[config.mk]
export PLATFORM = sky130hd
export DESIGN_NAME = mem_access
export DESIGN_NICKNAME = d
export VERILOG_FILES = /design/src/rtl/bamboo_pkg.sv /design/src/rtl/lsu_align.sv /design/src/rtl/mem_access.sv
export SDC_FILE = /design/constraint.sdc
export NUM_CORES = 1
export LEC_CHECK = 0
export CAP_MARGIN = 30
export CORE_MARGIN = 5
export CORE_UTILIZATION = 48
export CTS_BUF_LIST = sky130_fd_sc_hd__clkbuf_8
export DETAILED_ROUTE_END_ITERATION = 8
export MAX_ROUTING_LAYER = met4
export PLACE_DENSITY_LB_ADDON = 0.15
export SYNTH_ARGS = -nofsm -noshare
export SYNTH_HDL_FRONTEND = slang
export SYNTH_SLANG_ARGS = --single-unit
[constraint.sdc]
create_clock -name clk -period 3.64 [get_ports clk]
set_clock_uncertainty 0.05 [all_clocks]
set_input_delay 0.728 -clock clk [delete_from_list [all_inputs] [get_ports clk]]
set_output_delay 0.728 -clock clk [all_outputs]
set_load 0.1 [all_outputs]
[src/rtl/bamboo_pkg.sv]
// Shared types for the BamBoo load/store path: access-size codes and LSU FSM states.
package bamboo_pkg;

   localparam logic [1:0] SZ_BYTE = 2'b00;
   localparam logic [1:0] SZ_HALF = 2'b01;
   localparam logic [1:0] SZ_WORD = 2'b10;

   typedef enum logic [1:0] {
      IDLE = 2'b00,
      REQ  = 2'b01,
      WAIT = 2'b10
   } lsu_state_t;

   // funct3[1] set means word regardless of funct3[0]
   function automatic logic [1:0] size_of(input logic [2:0] f3);
      if (f3[1])
         return SZ_WORD;
      else if (f3[0])
         return SZ_HALF;
      else
         return SZ_BYTE;
   endfunction

endpackage

[src/rtl/lsu_align.sv]
// Byte-lane steering: byte enables, store-data replication and load extraction/extension.
module lsu_align
   import bamboo_pkg::*;
(
   input  logic [1:0]  addr_lo_i,
   input  logic [1:0]  size_i,
   input  logic        uns_i,
   input  logic [31:0] rs2_i,
   input  logic [31:0] rdata_i,
   output logic [3:0]  be_o,
   output logic [31:0] wdata_o,
   output logic [31:0] ldata_o
);

   logic [31:0] w_shifted;

   assign w_shifted = rdata_i >> {addr_lo_i, 3'b000};

   always_comb begin
      be_o    = 4'b1111;
      wdata_o = rs2_i;
      ldata_o = w_shifted;
      case (size_i)
         SZ_BYTE: begin
            be_o    = 4'b0001 << addr_lo_i;
            wdata_o = {4{rs2_i[7:0]}};
            ldata_o = uns_i ? {24'h0, w_shifted[7:0]}
                            : {{24{w_shifted[7]}}, w_shifted[7:0]};
         end
         SZ_HALF: begin
            be_o    = 4'b0011 << {addr_lo_i[1], 1'b0};
            wdata_o = {2{rs2_i[15:0]}};
            ldata_o = uns_i ? {16'h0, w_shifted[15:0]}
                            : {{16{w_shifted[15]}}, w_shifted[15:0]};
         end
         default: ;
      endcase
   end

endmodule

[src/rtl/mem_access.sv]
// RV32I memory-access stage: single-outstanding req/gnt/rvalid LSU plus registered writeback record.
// Optional macro LSU_MISALIGN_TRAP_EN traps misaligned half/word accesses instead of aligning them.
module mem_access
   import bamboo_pkg::*;
(
   input  logic        clk,
   input  logic        rst,
   input  logic        valid_i,
   output logic        ready_o,
   input  logic [31:0] alu_res_i,
   input  logic [31:0] rs2_i,
   input  logic [2:0]  funct3_i,
   input  logic        load_i,
   input  logic        store_i,
   input  logic [4:0]  rd_i,
   input  logic        wb_en_i,
   output logic        valid_o,
   output logic [4:0]  rd_o,
   output logic        wb_en_o,
   output logic [31:0] wb_data_o,
`ifdef LSU_MISALIGN_TRAP_EN
   output logic        misalign_o,
`endif
   output logic        dmem_req_o,
   output logic        dmem_we_o,
   output logic [3:0]  dmem_be_o,
   output logic [31:0] dmem_addr_o,
   output logic [31:0] dmem_wdata_o,
   input  logic        dmem_gnt_i,
   input  logic        dmem_rvalid_i,
   input  logic [31:0] dmem_rdata_i
);

   lsu_state_t  r_state;
   logic [1:0]  r_lo;
   logic [1:0]  r_size;
   logic        r_uns;
   logic        r_wb_en;

   logic        w_accept;
   logic        w_mem;
   logic        w_trap;
   logic [1:0]  w_size_in;
   logic [1:0]  w_lo_in;
   logic [1:0]  w_sel_lo;
   logic [1:0]  w_sel_size;
   logic        w_sel_uns;
   logic [3:0]  w_be;
   logic [31:0] w_wdata;
   logic [31:0] w_ldata;

   assign ready_o   = (r_state == IDLE);
   assign w_accept  = valid_i && ready_o;
   assign w_mem     = load_i || store_i;
   assign w_size_in = size_of(funct3_i);

`ifdef LSU_MISALIGN_TRAP_EN
   assign w_lo_in = alu_res_i[1:0];
   assign w_trap  = w_mem && (((w_size_in == SZ_HALF) && alu_res_i[0]) ||
                              ((w_size_in == SZ_WORD) && (alu_res_i[1:0] != 2'b00)));
`else
   // misaligned accesses silently proceed aligned
   assign w_lo_in = (w_size_in == SZ_WORD) ? 2'b00 :
                    (w_size_in == SZ_HALF) ? {alu_res_i[1], 1'b0} : alu_res_i[1:0];
   assign w_trap  = 1'b0;
`endif

   // one lane steerer: live inputs at accept, latched fields while the load is in flight
   assign w_sel_lo   = ready_o ? w_lo_in      : r_lo;
   assign w_sel_size = ready_o ? w_size_in    : r_size;
   assign w_sel_uns  = ready_o ? funct3_i[2]  : r_uns;

   lsu_align u_align (
      .addr_lo_i (w_sel_lo),
      .size_i    (w_sel_size),
      .uns_i     (w_sel_uns),
      .rs2_i     (rs2_i),
      .rdata_i   (dmem_rdata_i),
      .be_o      (w_be),
      .wdata_o   (w_wdata),
      .ldata_o   (w_ldata)
   );

   always_ff @(posedge clk) begin
      if (rst) begin
         r_state      <= IDLE;
         r_lo         <= 2'b00;
         r_size       <= SZ_BYTE;
         r_uns        <= 1'b0;
         r_wb_en      <= 1'b0;
         valid_o      <= 1'b0;
         rd_o         <= 5'd0;
         wb_en_o      <= 1'b0;
         wb_data_o    <= 32'h0;
`ifdef LSU_MISALIGN_TRAP_EN
         misalign_o   <= 1'b0;
`endif
         dmem_req_o   <= 1'b0;
         dmem_we_o    <= 1'b0;
         dmem_be_o    <= 4'h0;
         dmem_addr_o  <= 32'h0;
         dmem_wdata_o <= 32'h0;
      end else begin
         valid_o <= 1'b0;
`ifdef LSU_MISALIGN_TRAP_EN
         misalign_o <= 1'b0;
`endif
         case (r_state)
            IDLE: begin
               if (w_accept) begin
                  rd_o <= rd_i;
                  if (w_mem && !w_trap) begin
                     r_state      <= REQ;
                     r_lo         <= w_lo_in;
                     r_size       <= w_size_in;
                     r_uns        <= funct3_i[2];
                     r_wb_en      <= wb_en_i;
                     dmem_req_o   <= 1'b1;
                     dmem_we_o    <= store_i;
                     dmem_be_o    <= w_be;
                     dmem_addr_o  <= {alu_res_i[31:2], 2'b00};
                     dmem_wdata_o <= w_wdata;
                  end else begin
                     valid_o   <= 1'b1;
                     wb_data_o <= alu_res_i;
                     wb_en_o   <= wb_en_i && !w_trap;
`ifdef LSU_MISALIGN_TRAP_EN
                     misalign_o <= w_trap;
`endif
                  end
               end
            end
            REQ: begin
               if (dmem_gnt_i) begin
                  dmem_req_o <= 1'b0;
                  if (dmem_we_o) begin
                     r_state <= IDLE;
                     valid_o <= 1'b1;
                     wb_en_o <= 1'b0;
                  end else begin
                     r_state <= WAIT;
                  end
               end
            end
            WAIT: begin
               if (dmem_rvalid_i) begin
                  r_state   <= IDLE;
                  valid_o   <= 1'b1;
                  wb_data_o <= w_ldata;
                  wb_en_o   <= r_wb_en;
               end
            end
            default: r_state <= IDLE;
         endcase
      end
   end

endmodule

==> results by stage <==
Clocking:
- The clock-pin slew of the registers on the worst-case setup and hold paths is about 0.070 ns.
- CTS built an H-tree with a depth of 4.
- The clock tree from TritonCTS is built.
- The setup fix buffers added after clock tree synthesis is 0.
- CTS placed an instance of sky130_fd_sc_hd__clkbuf_8 at the clock tree root.
- Clock latency on the worst-skew pair, taken at its later pin, is 0.42 ns.
- The total number of clock tree sinks is 115.
- The TritonCTS buffer count is 17.
- The maximum clock path buffer count is 2.
- In this run, post-CTS hold repair placed 0 buffers.
- The number of gates given a new drive strength after cts is 0.

Pwr:
- The worst voltage drop across the vdd grid is around 0.28 mV.
- The share of total power dissipated in combinational logic is 0.395.
- The analysis attributes to cell leakage a power of 3.02 nW.
- For this design the ratio of total power to cell area is 559 nW/um2.
- Of the total power, registers draw 0.318.
- The total internal power is 0.00265 W.
- The net switching share of the total power is 0.421.
- The net switching power figure is 0.00192 W.
- The share of power burned in the clock network is 0.287.

Setup path:
- The worst register-to-register path ends at wb_data_o[19].
- The number of cells on the worst reg-to-reg path is 9.
- The startpoint type of the worst setup path is an input pin.
- In this run the critical register-to-register path is launched from r_state[0].
- The worst register-to-register path has a setup slack of 1.06 ns.
- The critical path data required time is 3.91 ns.
- The largest driver fanout on the critical path is 13.
- The data arrival time of the worst path is ~3 ns.
- The endpoint kind of the worst setup timing path is a flop.
- The critical path is of the in2reg type.

Synthesis:
- The number of standard cells after synthesis is 703.
- The mean post-synth cell area is 7.83 um2.
- Of the post-synthesis cell area, the dominant cell type holds 0.418.
- The top flip-flop cell by instance count after synthesis is sky130_fd_sc_hd__dfxtp_1.
- Sorting the synthesized cells by area gives the leading types as sky130_fd_sc_hd__dfxtp_1 42%, sky130_fd_sc_hd__nand2_1 11%, sky130_fd_sc_hd__a21oi_1 6.5%.
- The simple-gate area share of the yosys netlist is 0.231.
- The multiplexer share of the synthesized area is 0.0309.
- In this run, synthesis produced a sequential element count of 115.
- Yosys printed 0 warnings.
- Of the total synthesized cell area, the portion taken by full adders, half adders and majority gates is 0.00909.
- The post-synthesis instance area is between 5000 and 6000 um2.
- In the synthesized netlist the async set-or-reset flop fraction comes to 0.
- The post-synthesis share of cell area spent on xor and xnor gates is 0.
- The complex-gate fraction of the synthesized area came to 0.247.
- The number of unique standard cell types used by synthesis is 51.
- The sequential cell area fraction in the yosys report is 0.418.
- The biggest area consumer among synthesized cells is sky130_fd_sc_hd__dfxtp_1.
- The main combinational cell family by area after synthesis is compound AO/OA/AOI/OAI gates.
- The number of synthesized flops with an enable pin is 0.

Final layout:
- The area added between synthesis and finish is 48.5%.
- The top cell types in the final layout, fill and taps aside, are 214 x sky130_fd_sc_hd__clkdlybuf4s50_1, 166 x sky130_fd_sc_hd__nand2_1, 115 x sky130_fd_sc_hd__dfxtp_1, 71 x sky130_fd_sc_hd__a21oi_1, 41 x sky130_fd_sc_hd__nor2_1.
- The number of antenna diodes in the final layout is 0.
- The layout cell share with drive strength beyond 1 is 0.0801.
- Leaving out fill and tap cells, the most frequent cell in the layout is sky130_fd_sc_hd__clkdlybuf4s50_1.
- The final non-filler cell area is 8180 um2.
- The net count of the finished layout is 1,014.

Floorplan:
- The area of the core is 11,300 um2.
- The vertical extent of the die is roughly 120 um.
- The starting utilization of the core area is 0.486.
- The chip width is 117 um.
- The die covers 13,700 um2.
- In this run the count of I/O pins placed on the die edge is 222.
- The floorplan has 39 rows.

GRT:
- The overall fraction of global-route tracks in use is 0.273.
- Entering global routing, the biggest net connects 71 pins.
- For this run the aggregate overflow at the end of global routing stands at 0.
- The first global-routing pass estimated 28,500 um of wire.
- The number of global-route vias before repair is 5,655.
- The initial antenna violation count is 0.

Route:
- The number of remaining DRC errors is 0.
- The first-pass iteration count of the detailed router is 7.
- The starting DRC count in detailed routing is between 400 and 500.
- Detailed routing inserted a total of 5,981 vias.
- The via density per instance is 5.67.
- Dividing the detail-routed wire length by the instance count gives 17.9 um.
- The routed design has 18,800 um of wire.
- The remaining antenna violation count is 0.

Hold path:
- The path category of the worst min-delay check is reg2reg.
- The worst hold path terminates at wb_data_o[29].
- In this run the most critical hold path is launched from wb_data_o[29].
- The count of cells along the worst hold path is 2.

STA:
- The final hold violation count is 0.
- The count of final max-slew check failures is 0.
- At the pin with the least slew margin, the transition time is between 1 and 1.5 ns.
- The maximum clock rate is 362 MHz.
- The share of the cycle needed by the critical path after routing is 0.758.
- The final-layout setup total negative slack is 0 ns.
- Setup repair after global routing left no endpoint under its margin.
- The final critical-path required period is 2.76 ns.
- The final setup violation count is 0.
- The normalized max-slew margin is 0.314.

Placed design:
- The count of input and output buffers is 219.
- The placed instance area is a little under 8000 um2.
- Summed over all nets, the half-perimeter wirelength after detailed placement is 14,000 um.
- The congestion estimate from routability-driven global placement came to about 0.90.

Outcome:
- The flow ran to the end, and the final reports show no timing, DRC or antenna violations.

Flow run:
- The max-capacitance violation count is 0.
[routing by layer]
| metal | GRT usage | share of wire | up-vias |
|---|---|---|---|
| met5 | - | 0 | - |
| met4 | 0.0933 | 0.027 | 0 |
| met3 | 0.0663 | 0.092 | 38 |
| met2 | 0.440 | 0.48 | 314 |
| met1 | 0.336 | 0.40 | 2788 |
| li1 | - | - | 2841 |
[synthesized netlist by cell type (2+ instances only)]
master and instances:
sky130_fd_sc_hd__and3_1 2, sky130_fd_sc_hd__dfxtp_1 115, sky130_fd_sc_hd__inv_1 18, sky130_fd_sc_hd__o211ai_1 9
sky130_fd_sc_hd__clkbuf_1 35, sky130_fd_sc_hd__nand3_1 17, sky130_fd_sc_hd__nor2_1 41, sky130_fd_sc_hd__nor2b_1 10
sky130_fd_sc_hd__ha_1 4, sky130_fd_sc_hd__nor3_1 2, sky130_fd_sc_hd__and2_1 3, sky130_fd_sc_hd__o21ai_2 2
sky130_fd_sc_hd__a211oi_1 17, sky130_fd_sc_hd__nor3b_1 5, sky130_fd_sc_hd__nor3b_2 10, sky130_fd_sc_hd__buf_6 4
sky130_fd_sc_hd__a31oi_1 7, sky130_fd_sc_hd__nand2b_1 8, sky130_fd_sc_hd__a22oi_1 9, sky130_fd_sc_hd__a21oi_1 71
sky130_fd_sc_hd__o21ai_1 25, sky130_fd_sc_hd__o32ai_1 8, sky130_fd_sc_hd__a21o_1 2, sky130_fd_sc_hd__buf_4 4
sky130_fd_sc_hd__o21ai_0 35, sky130_fd_sc_hd__buf_2 13, sky130_fd_sc_hd__a311oi_1 17, sky130_fd_sc_hd__nor2_2 2
sky130_fd_sc_hd__mux2i_1 17, sky130_fd_sc_hd__nand2_1 166, sky130_fd_sc_hd__o221ai_1 4, sky130_fd_sc_hd__nand3b_1 2
[flip-flops by register name (all words and copies together), names as in the netlist]
name          flops
dmem_req_o        1
valid_o           1
dmem_wdata_o     32
dmem_be_o         4
r_state           2
wb_en_o           1
r_wb_en           1
r_size            2
dmem_we_o         1
r_uns             1
rd_o              5
wb_data_o        32
dmem_addr_o      30
r_lo              2
[kinds of logic (layout without fill, tap and decap cells)]
family | Yosys count | after routing
simple gates | 274 | 274
mux | 17 | 17
compound gates | 217 | 217
fa+ha+maj | 4 | 4
buf+inv | 75 | 282
flops | 115 | 115
other cells | 1 | 2
[power groups by stage]
stage	logic [W]	registers, W	clock network (W)
2_1_floorplan	0.000459	0.00231	0
3_3_place_gp	0.00176	0.00147	0
3_5_place_dp	0.00180	0.00148	0
4_1_cts	0.00180	0.00145	0.00133
5_1_grt	0.00188	0.00147	0.00140
6_report	0.00180	0.00145	0.00131
[worst max-delay path by stage]
stage | start | slack (ns) | endpoint | cells after the start
final | funct3_i[1] | 0.88 | wb_data_o[19] | 8
after global routing | funct3_i[1] | 0.73 | wb_data_o[19] | 8
after CTS | wb_data_o[7] | 0.86 | wb_data_o[7] | 1
after detailed placement | funct3_i[1] | 0.48 | wb_data_o[19] | 8
after global placement | funct3_i[1] | 0.67 | wb_data_o[21] | 8
after floorplan | r_state[0] | 0.90 | wb_data_o[24] | 10
[layout make-up]
cell class	instances	area [um2]
fill	908	3140
clock buffer	19	262
clock inverter	13	183
sequential	115	2300
inverter	18	67.6
tap	143	179
timing repair buffer	232	2300
multi-input combinational	514	2890
[critical path, cell delays in order]
cell                              delay, ns
sky130_fd_sc_hd__clkdlybuf4s50_1       0.61
sky130_fd_sc_hd__nand4bb_1             0.22
sky130_fd_sc_hd__and2_1                0.52
sky130_fd_sc_hd__buf_4                 0.29
sky130_fd_sc_hd__mux2i_1               0.21
sky130_fd_sc_hd__o21ai_0               0.13
sky130_fd_sc_hd__nor3b_2               0.24
sky130_fd_sc_hd__o21ai_1               0.07
[stage by stage]
step	hold slack, ns	cells	total power [W]	setup WS [ns]	utilization
final	0.406	1054	0.00457	0.881	0.722
after floorplan	0.382	704	0.00277	0.899	-
after CTS	0.408	1053	0.00459	0.863	0.722
after global routing	0.423	1054	0.00474	0.732	0.722
after global placement	0.387	1020	0.00324	0.674	0.680
after detailed placement	0.399	1021	0.00327	0.483	0.682
(Power assumes the default switching activity.)
